**config.mk**
```make
export PLATFORM = sky130hd
export DESIGN_NAME = ram_bus_arbiter
export DESIGN_NICKNAME = d
export VERILOG_FILES = /design/src/rtl/ram_arb_pkg.sv /design/src/rtl/ram_arb_select.sv /design/src/rtl/ram_bus_arbiter.sv
export SDC_FILE = /design/constraint.sdc
export NUM_CORES = 1
export LEC_CHECK = 0
export ABC_CLOCK_PERIOD_IN_PS = 2960
export CAP_MARGIN = 20
export CORE_MARGIN = 1.5
export CORE_UTILIZATION = 45
export CTS_BUF_LIST = sky130_fd_sc_hd__clkbuf_2
export CTS_CLUSTER_SIZE = 40
export DETAILED_ROUTE_END_ITERATION = 8
export HOLD_SLACK_MARGIN = 0.02
export PLACE_DENSITY = 0.77
export SETUP_SLACK_MARGIN = 0.3
export SYNTH_ARGS = -nofsm -noshare
export SYNTH_HDL_FRONTEND = slang
export SYNTH_SLANG_ARGS = --single-unit
```
**constraint.sdc**
```tcl
create_clock -name clk -period 2.96 [get_ports clk]
set_input_delay 0.296 -clock clk [delete_from_list [all_inputs] [get_ports clk]]
set_output_delay 0.296 -clock clk [all_outputs]
set_load 0.02 [all_outputs]
```
**src/rtl/ram_arb_pkg.sv**
```systemverilog
// Shared types and default widths for the RAM bus arbiter.
package ram_arb_pkg;

  localparam int ADDR_W_DEF = 4;
  localparam int DATA_W_DEF = 8;
  localparam int CNT_W      = 4;

  typedef enum logic [1:0] {IDLE, ADDR, DATA, RESP} state_t;
  typedef enum logic       {OWN_CPU, OWN_LDR}       owner_t;

endpackage

```
**src/rtl/ram_arb_select.sv**
```systemverilog
// Winner selection between CPU and loader, with loader priority bounded by
// a saturating starvation counter that forces a CPU grant at STARVE_LIMIT.
module ram_arb_select
  import ram_arb_pkg::*;
#(
  parameter int STARVE_LIMIT = 3
) (
  input  logic   clk,
  input  logic   rst,
  input  logic   arb_en,
  input  logic   cpu_req,
  input  logic   ldr_req,
  output logic   win_valid,
  output owner_t win_owner
);

  logic [CNT_W-1:0] starve_cnt;

  // Pick the winner: loader first unless the CPU has waited too long.
  // NOTE: every signal written in always_comb gets a default first so no latch is inferred.
  always_comb begin
    win_valid = cpu_req | ldr_req;
    win_owner = OWN_CPU;
    if (ldr_req && !(cpu_req && starve_cnt == CNT_W'(STARVE_LIMIT)))
      win_owner = OWN_LDR;
  end

  // Count consecutive loader grants taken while the CPU is waiting.
  always_ff @(posedge clk or posedge rst) begin
    if (rst) begin
      starve_cnt <= '0;
    end else if (arb_en) begin
      if (!cpu_req || win_owner == OWN_CPU)
        starve_cnt <= '0;
      else if (starve_cnt != '1)
        starve_cnt <= starve_cnt + 1'b1;
    end
  end

endmodule

```
**src/rtl/ram_bus_arbiter.sv**
```systemverilog
// Shares one RAM between the CPU and the program loader. Each access runs
// IDLE -> ADDR -> DATA -> RESP -> IDLE; all outputs are registered.
// Optional macro LOADER_HALT_EN enables the registered cpu_halt output.
module ram_bus_arbiter
  import ram_arb_pkg::*;
#(
  parameter int ADDR_W       = ADDR_W_DEF,
  parameter int DATA_W       = DATA_W_DEF,
  parameter int STARVE_LIMIT = 3
) (
  input  logic              clk,
  input  logic              rst,
  input  logic              cpu_req,
  input  logic              cpu_we,
  input  logic [ADDR_W-1:0] cpu_addr,
  input  logic [DATA_W-1:0] cpu_wdata,
  output logic              cpu_gnt,
  output logic              cpu_done,
  input  logic              ldr_req,
  input  logic              ldr_we,
  input  logic [ADDR_W-1:0] ldr_addr,
  input  logic [DATA_W-1:0] ldr_wdata,
  output logic              ldr_gnt,
  output logic              ldr_done,
  output logic [DATA_W-1:0] rdata,
  output logic              mar_load,
  output logic [ADDR_W-1:0] mar_addr,
  output logic              ram_read,
  output logic              ram_write,
  output logic [DATA_W-1:0] ram_wdata,
  input  logic [DATA_W-1:0] ram_rdata,
  output logic              busy,
  output logic              cpu_halt
);

  state_t            state_q, state_d;
  owner_t            owner_q, owner_d;
  logic              we_q, we_d;
  logic [ADDR_W-1:0] addr_q, addr_d;
  logic [DATA_W-1:0] wdata_q, wdata_d;

  logic   arb_en, win_valid, take;
  owner_t win_owner;

  logic              cpu_gnt_d, ldr_gnt_d, cpu_done_d, ldr_done_d;
  logic              mar_load_d, ram_read_d, ram_write_d, busy_d;
  logic [ADDR_W-1:0] mar_addr_d;
  logic [DATA_W-1:0] ram_wdata_d;

  assign arb_en = (state_q == IDLE);
  assign take   = arb_en & win_valid;

  ram_arb_select #(.STARVE_LIMIT(STARVE_LIMIT)) u_select (
    .clk       (clk),
    .rst       (rst),
    .arb_en    (arb_en),
    .cpu_req   (cpu_req),
    .ldr_req   (ldr_req),
    .win_valid (win_valid),
    .win_owner (win_owner)
  );

  // State register.
  // NOTE: sequential logic uses non-blocking assignments so every flop samples pre-edge values.
  always_ff @(posedge clk or posedge rst) begin
    if (rst) state_q <= IDLE;
    else     state_q <= state_d;
  end

  // Next state: a fixed four-phase walk, leaving IDLE only on a request.
  always_comb begin
    state_d = state_q;
    case (state_q)
      IDLE:    if (win_valid) state_d = ADDR;
      ADDR:    state_d = DATA;
      DATA:    state_d = RESP;
      RESP:    state_d = IDLE;
      default: state_d = IDLE;
    endcase
  end

  // Operand capture: the winner's request is frozen in IDLE and held to RESP.
  always_comb begin
    owner_d = owner_q;
    we_d    = we_q;
    addr_d  = addr_q;
    wdata_d = wdata_q;
    if (take) begin
      owner_d = win_owner;
      we_d    = (win_owner == OWN_LDR) ? ldr_we    : cpu_we;
      addr_d  = (win_owner == OWN_LDR) ? ldr_addr  : cpu_addr;
      wdata_d = (win_owner == OWN_LDR) ? ldr_wdata : cpu_wdata;
    end
  end

  // Operand registers.
  always_ff @(posedge clk or posedge rst) begin
    if (rst) begin
      owner_q <= OWN_CPU;
      we_q    <= 1'b0;
      addr_q  <= '0;
      wdata_q <= '0;
    end else begin
      owner_q <= owner_d;
      we_q    <= we_d;
      addr_q  <= addr_d;
      wdata_q <= wdata_d;
    end
  end

  // Output decode from the upcoming state, so the flops present it in that state.
  always_comb begin
    cpu_gnt_d   = 1'b0;
    ldr_gnt_d   = 1'b0;
    cpu_done_d  = 1'b0;
    ldr_done_d  = 1'b0;
    mar_load_d  = 1'b0;
    mar_addr_d  = '0;
    ram_read_d  = 1'b0;
    ram_write_d = 1'b0;
    ram_wdata_d = '0;
    busy_d      = (state_d != IDLE);
    if (state_d != IDLE) begin
      cpu_gnt_d = (owner_d == OWN_CPU);
      ldr_gnt_d = (owner_d == OWN_LDR);
    end
    case (state_d)
      ADDR: begin
        mar_load_d = 1'b1;
        mar_addr_d = addr_d;
      end
      DATA: begin
        ram_read_d  = !we_d;
        ram_write_d = we_d;
        ram_wdata_d = wdata_d;
      end
      RESP: begin
        cpu_done_d = (owner_d == OWN_CPU);
        ldr_done_d = (owner_d == OWN_LDR);
      end
      default: ;
    endcase
  end

  // Output registers; read data is taken on the DATA->RESP edge and then held.
  always_ff @(posedge clk or posedge rst) begin
    if (rst) begin
      cpu_gnt   <= 1'b0;
      ldr_gnt   <= 1'b0;
      cpu_done  <= 1'b0;
      ldr_done  <= 1'b0;
      mar_load  <= 1'b0;
      mar_addr  <= '0;
      ram_read  <= 1'b0;
      ram_write <= 1'b0;
      ram_wdata <= '0;
      busy      <= 1'b0;
      rdata     <= '0;
    end else begin
      cpu_gnt   <= cpu_gnt_d;
      ldr_gnt   <= ldr_gnt_d;
      cpu_done  <= cpu_done_d;
      ldr_done  <= ldr_done_d;
      mar_load  <= mar_load_d;
      mar_addr  <= mar_addr_d;
      ram_read  <= ram_read_d;
      ram_write <= ram_write_d;
      ram_wdata <= ram_wdata_d;
      busy      <= busy_d;
      if (state_q == DATA && !we_q) rdata <= ram_rdata;
    end
  end

`ifdef LOADER_HALT_EN
  // Freeze the CPU while the loader is asking for or holding the bus.
  always_ff @(posedge clk or posedge rst) begin
    if (rst) cpu_halt <= 1'b0;
    else     cpu_halt <= ldr_req | (state_d != IDLE && owner_d == OWN_LDR);
  end
`else
  assign cpu_halt = 1'b0;
`endif

endmodule
```
* Word level (Yosys, flattened, before mapping) *
Index checks and enable logic that the tools add are counted.

storage, ports and cells
  register bits = 48
  output and inout bits = 29
  word-level logic and storage cells = 63

operators by class
  add/subtract/negate cells = 1
  equality and inequality tests = 8
  multiplexer cells = 21
  bitwise logic cells = 4
  reduce and logical (&&, ||, !) cells = 12

operators by type and width
  cell                   count
  $mux W8                3
  $mux W4                5
  $mux W1                11
  $eq A2 B2 Y1 const B   4
  $pmux W2 S4            1
  $add A4 B1 Y4 const B  1
  $eq A2 B1 Y1 const B   2
  $eq A4 B2 Y1 const B   1
  $logic_not A1 Y1       4
  $ne A4 B4 Y1 const B   1
  $reduce_bool A2 Y1     2
  $logic_and A1 B1 Y1    3
  $logic_not A2 Y1       1
  $mux W2                1
  $not A1 Y1             2
  $reduce_and A2 Y1      1
  $and A1 B1 Y1          1
  $logic_or A1 B1 Y1     1
  $or A1 B1 Y1           1

* Longest topological paths before layout *
  depth in word-level cells = 9
  mapped depth = 7
  mapped depth without buffers = 5

* Hierarchy *
A second synthesis with hierarchy kept.

second synthesis, totals
  cells, all modules = 163
  area total of the unflattened synthesis = 2034.5 µm²

by module, submodules not included
  module           times used  cells an instance  area each (µm²)  sequential area each (µm²)
  ram_bus_arbiter  1           138                1776.7           1101.1
  ram_arb_select   1           25                 257.7            100.1

* Worst setup path before layout *
Ideal clock, no wire load.

  kind = reg-to-reg
  from = reg state_q[0]
  to = reg ram_wdata[4]
  arrival = 1479 ps
  data required time = 2823 ps
  path slack = 1345 ps
  cell stages (with the launch flop) = 7
  path buffers = 1
  path through = dfrtp_1 -> inv_1 -> ha_1 -> inv_2 -> buf_2 -> nor4_2 -> nor4b_2

on the way
  word-level cells in the longest chain between the ends = 4
  elaborated cells on any way between the ends = 10
  classes of those cells = eq/ne (4); mux (4); bitwise (1); reduce/logical (1)

RTL lines
  item                                                 line                                           source
  start: declaration                                   ram_bus_arbiter.sv:36                          state_t state_q, state_d;
  start signal: assignment                             ram_bus_arbiter.sv:67                          else state_q <= state_d;
  $eq A2 B2 Y1 (tied with other cells)                 ram_bus_arbiter.sv:73                          case (state_q)
  $pmux W2 S4 / $and A1 B1 Y1 (equally long branches)  ram_bus_arbiter.sv:73, ram_bus_arbiter.sv:51
  $eq A2 B2 Y1 / $mux W8 (equally long branches)       ram_bus_arbiter.sv:127, ram_bus_arbiter.sv:88
  $mux W8 (*)                                          ram_bus_arbiter.sv:127                         case (state_d)
  net ram_wdata_d[4]                                   ram_bus_arbiter.sv:48                          logic [DATA_W-1:0] ram_wdata_d;
  end signal: assignment                               ram_bus_arbiter.sv:168                         ram_wdata <= ram_wdata_d;
  end: declaration                                     ram_bus_arbiter.sv:30                          output logic [DATA_W-1:0] ram_wdata,

Mark *: on every way through the listed nets, which the timed path passes. The rest lies on a longest branch.
A chain may end at the register's enable or synchronous reset.

* Worst setup path after layout *
  from = reg state_q[0]
  to = reg ram_write

on the way
  word-level cells in the longest chain between the ends = 4
  elaborated cells on any way between the ends = 10
  classes of those cells = eq/ne (4); mux (4); bitwise (1); reduce/logical (1)

RTL lines
  item                                                 line                                           source
  $eq A2 B2 Y1 (tied with other cells)                 ram_bus_arbiter.sv:73
  $pmux W2 S4 / $and A1 B1 Y1 (equally long branches)  ram_bus_arbiter.sv:73, ram_bus_arbiter.sv:51
  $eq A2 B2 Y1 / $mux W1 (equally long branches)       ram_bus_arbiter.sv:127, ram_bus_arbiter.sv:88
  $mux W1 (*)                                          ram_bus_arbiter.sv:127
  net ram_write_d                                      ram_bus_arbiter.sv:46                          logic mar_load_d, ram_read_d, ram_write_d, busy_d;
  end signal: assignment                               ram_bus_arbiter.sv:167                         ram_write <= ram_write_d;
  end: declaration                                     ram_bus_arbiter.sv:29                          output logic ram_write,

Marks and branches as above.

==> flow_summary.html <==
<table>
<tr><th>Metric</th><th>Value</th></tr>
<tr><th colspan="2">Floorplanning</th></tr>
<tr><td>Standard-cell row count</td><td>25</td></tr>
<tr><td>Die width</td><td>roughly 74 um</td></tr>
<tr><td>Vert. Die Dim</td><td>73.7 um</td></tr>
<tr><td>Number of I/O pins</td><td>67</td></tr>
<tr><td>Starting density of the core</td><td>47.0%</td></tr>
<tr><td>Placeable Area</td><td>4790 um^2</td></tr>
<tr><td>Die outline area</td><td>about 5400 um^2</td></tr>
<tr><th colspan="2">Clocking</th></tr>
<tr><td>Clock latency on the worst-skew pair</td><td>between 0.4 and 0.5 ns</td></tr>
<tr><td>Count of buffers added by post-CTS timing repair for setup</td><td>0</td></tr>
<tr><td>Clock buffer count from CTS</td><td>5</td></tr>
<tr><td>Post-cts sizing count</td><td>0</td></tr>
<tr><td>CTS H-tree lvls</td><td>2</td></tr>
<tr><td>TritonCTS clock tree</td><td>yes</td></tr>
<tr><td>CTS Sinks</td><td>48</td></tr>
<tr><td>Buffers from clock root to sink, at most</td><td>2</td></tr>
<tr><td>Clk root buf</td><td>sky130_fd_sc_hd__clkbuf_2</td></tr>
<tr><td>Register clock-pin slew on the reported worst setup and hold paths</td><td>about 0.23 ns</td></tr>
<tr><td>Cts hold-fix bufs</td><td>0</td></tr>
<tr><th colspan="2">Layout</th></tr>
<tr><td>Layout Cell Area excl Fill</td><td>2970 um^2</td></tr>
<tr><td>Final instance count without filler cells</td><td>319</td></tr>
<tr><td>Fraction of layout cells with a size suffix above 1</td><td>between 10 and 15%</td></tr>
<tr><td>Growth of design area from synthesis to finish</td><td>31.9%</td></tr>
<tr><td>Layout net count</td><td>between 200 and 300</td></tr>
<tr><td>ANT cells</td><td>0</td></tr>
<tr><th colspan="2">Route</th></tr>
<tr><td>Per-cell routed wire length</td><td>around 16 um</td></tr>
<tr><td>Detailed Route WL</td><td>~5.1 mm</td></tr>
<tr><td>WL met3</td><td>229 um</td></tr>
<tr><td>Detailed route wirelength on metal2</td><td>2.63 mm</td></tr>
<tr><td>Initial detailed-routing violation count</td><td>113</td></tr>
<tr><td>Residual DRC</td><td>0</td></tr>
<tr><td>DRT met1 WL</td><td>between 2 and 2.5 mm</td></tr>
<tr><td>Total iterations of the first detailed-routing run</td><td>4</td></tr>
<tr><td>Antenna-violating nets left</td><td>0</td></tr>
<tr><td>Vias per std cell</td><td>approximately 5.5</td></tr>
<tr><td>Total vias in the final route</td><td>approximately 1.7k</td></tr>
<tr><td>Max layer used</td><td>met4</td></tr>
<tr><th colspan="2">STA</th></tr>
<tr><td>Clock period minus final worst setup slack</td><td>around 2.1 ns</td></tr>
<tr><td>Setup repair after global routing missed its margin</td><td>no</td></tr>
<tr><td>Setup total negative slack</td><td>0 ns</td></tr>
<tr><td>Final-report hold violation count</td><td>0</td></tr>
<tr><td>Period utilization</td><td>a little under three quarters</td></tr>
<tr><td>Highest clock rate</td><td>around 480 MHz</td></tr>
<tr><td>Hold slack</td><td>just under 0.5 ns</td></tr>
<tr><td>Final number of max-transition violations</td><td>0</td></tr>
<tr><td>Max-slew headroom</td><td>a little over half</td></tr>
<tr><td>Final setup skew</td><td>around 0.013 ns</td></tr>
<tr><td>Actual transition at the worst max-transition pin</td><td>about 0.7 ns</td></tr>
<tr><td>Setup-failing EPs final</td><td>0</td></tr>
<tr><th colspan="2">Logic synthesis</th></tr>
<tr><td>Register bit total from synthesis</td><td>48</td></tr>
<tr><td>Count of flip-flops with a built-in enable after synthesis</td><td>0</td></tr>
<tr><td>Synth async-reset ratio</td><td>100%</td></tr>
<tr><td>Cell taking the most area after synthesis</td><td>sky130_fd_sc_hd__dfrtp_1</td></tr>
<tr><td>Commonest cells in the synthesized netlist</td><td>sky130_fd_sc_hd__dfrtp_1, sky130_fd_sc_hd__nor3_1, sky130_fd_sc_hd__nor2_1</td></tr>
<tr><td>Top cells by area in the synthesized netlist</td><td>sky130_fd_sc_hd__dfrtp_1, sky130_fd_sc_hd__mux2_2, sky130_fd_sc_hd__a211oi_1, sky130_fd_sc_hd__nor3_1, sky130_fd_sc_hd__ha_1</td></tr>
<tr><td>Most frequent cell after synthesis</td><td>sky130_fd_sc_hd__dfrtp_1</td></tr>
<tr><td>Number of distinct standard cells referenced by the synthesized netlist</td><td>36</td></tr>
<tr><td>Synth Instances</td><td>approximately 190</td></tr>
<tr><td>Syn Area/Cell</td><td>11.9 um^2</td></tr>
<tr><td>Most frequently used flop master after synthesis</td><td>sky130_fd_sc_hd__dfrtp_1</td></tr>
<tr><td>Mapped cell area</td><td>approximately 2300 um^2</td></tr>
<tr><td>Sequential element share of the synthesized area</td><td>53.4%</td></tr>
<tr><td>Warnings from Yosys</td><td>0</td></tr>
<tr><td>Syn Nets</td><td>about 230</td></tr>
<tr><td>Area fraction of the dominant cell type after synthesis</td><td>53.4%</td></tr>
<tr><th colspan="2">Outcome</th></tr>
<tr><td>Result of the run</td><td>finished clean</td></tr>
<tr><th colspan="2">Global route</th></tr>
<tr><td>Sum of overflow across all layers after global routing</td><td>0</td></tr>
<tr><td>Largest net degree at the start of global routing</td><td>49</td></tr>
<tr><td>Vias in the first global route</td><td>between 1.5k and 2k</td></tr>
<tr><td>Number of antenna violations at the first check in global routing</td><td>0</td></tr>
<tr><td>Wire length of the first global-routing pass</td><td>roughly 8.1 mm</td></tr>
<tr><td>GRT Total Usage</td><td>20.1%</td></tr>
<tr><th colspan="2">Critical path</th></tr>
<tr><td>Kind of start point of the critical path</td><td>flip-flop</td></tr>
<tr><td>Endpoint type of the worst setup path</td><td>flip-flop</td></tr>
<tr><td>Arr. time, crit path</td><td>approximately 2.4 ns</td></tr>
<tr><td>Critical-path maximum fanout</td><td>17</td></tr>
<tr><td>Internal reg-to-reg setup slack</td><td>0.86 ns</td></tr>
<tr><td>Class of the most critical setup path</td><td>reg2reg</td></tr>
<tr><td>Data required, critical path</td><td>3.29 ns</td></tr>
<tr><th colspan="2">Pwr</th></tr>
<tr><td>Leakage</td><td>~0.0012 uW</td></tr>
<tr><td>Power per Cell Area</td><td>912 nW/um^2</td></tr>
<tr><td>Worst IR drop on VDD</td><td>0.553 mV</td></tr>
<tr><td>Post-layout total power</td><td>2710 uW</td></tr>
<tr><th colspan="2">Placed design</th></tr>
<tr><td>Buffers added on ports</td><td>65</td></tr>
<tr><td>Final Wtd Congestion</td><td>~0.76</td></tr>
<tr><td>Total instance count after detailed placement</td><td>between 300 and 400</td></tr>
<tr><td>Hpwl dp</td><td>3.59 mm</td></tr>
<tr><td>Cell area after placement</td><td>around 2900 um^2</td></tr>
<tr><th colspan="2">Job</th></tr>
<tr><td>Maximum capacitance violations</td><td>0</td></tr>
<tr><th colspan="2">Worst hold path</th></tr>
<tr><td>Hold Path Class</td><td>in2reg</td></tr>
</table>
worst max-delay path, stage by stage, from the launching register on:
cell and delay, ns:
sky130_fd_sc_hd__dfrtp_1 0.45, sky130_fd_sc_hd__inv_1 0.13, sky130_fd_sc_hd__ha_1 0.36, sky130_fd_sc_hd__o21a_1 0.62, sky130_fd_sc_hd__nor2_1 0.16, sky130_fd_sc_hd__nor4b_1 0.31
report_power, final:
part	switching (uW)	internal, uW
Sequential	117	936
Combinational	765	636
Clock	196	56.4
Total	1080	1630
final cells by class:
| class | count | area [um^2] |
|---|---|---|
| tap | 67 | 83.8 |
| clock inverter | 1 | 5.00 |
| clock buffer | 6 | 30.0 |
| inverter | 9 | 33.8 |
| fill | 403 | 1820 |
| sequential | 48 | 1200 |
| multi-input combinational | 120 | 926 |
| timing repair buffer | 68 | 688 |
cell families (layout without fill, tap and decap cells):
kind of cell	count (synthesis)	after routing	synth area share, %
DFF	48	48	53.4
buffers and inverters	21	84	5.50
AOI/OAI and AO/OA	32	32	11.1
and+or+nand+nor	72	72	22.1
other	1	1	0.167
muxes	9	9	4.50
adders and majority gates	6	6	3.34
layer usage:
metal,GRT usage [%],vias to the layer above
met1,25.5,870
met4,6.17,0
met5,0,-
met2,33.8,38
met3,4.80,4
li1,-,827
sequential cells by signal, indices dropped and copies added, names as in the netlist:
register	flops
ram_write	1
addr_q	4
mar_load	1
mar_addr	4
cpu_gnt	1
state_q	2
ldr_done	1
owner_q	1
ram_read	1
ram_wdata	8
ldr_gnt	1
we_q	1
cpu_done	1
wdata_q	8
u_select.starve_cnt	4
busy	1
rdata	8
per-stage QoR:
stage	worst slack [ns]	utilization, %
after floorplan	1.34	-
final	0.857	62.0
after global placement	0.771	60.7
after detailed placement	0.749	60.7
after CTS	0.893	61.4
after global routing	0.698	62.0
layout by cell type, fill, tap and decap left out, drive strengths merged:
cell and n:
a22o 1, clkbuf 6, a211oi 13, nand2 4, a32oi 1, conb 1
and2 2, nand2b 1, nor2 16, o311ai 2, nor4b 9, or3 1
clkinv 1, a2111o 1, dlygate4sd3 1, dfrtp 48, nor4 13, nand3 3
nor2b 3, and4bb 1, nand4bb 1, o221ai 4, o21ai 3, clkdlybuf4s50 65
ha 6, o21a 2, mux2 9, o31a 3, a21oi 2, inv 9
nor3 18, buf 2
final timing paths:
check,start,end,cells past startpoint
max,state_q[0],ram_write,5
min in group asynchronous,rst,wdata_q[4],3
max in group asynchronous,rst,mar_addr[0],4
max reg2reg,state_q[0],ram_write,5
min,ram_rdata[0],rdata[0],2
min reg2reg,rdata[1],rdata[1],1
Power figures use the tool's default switching activity.
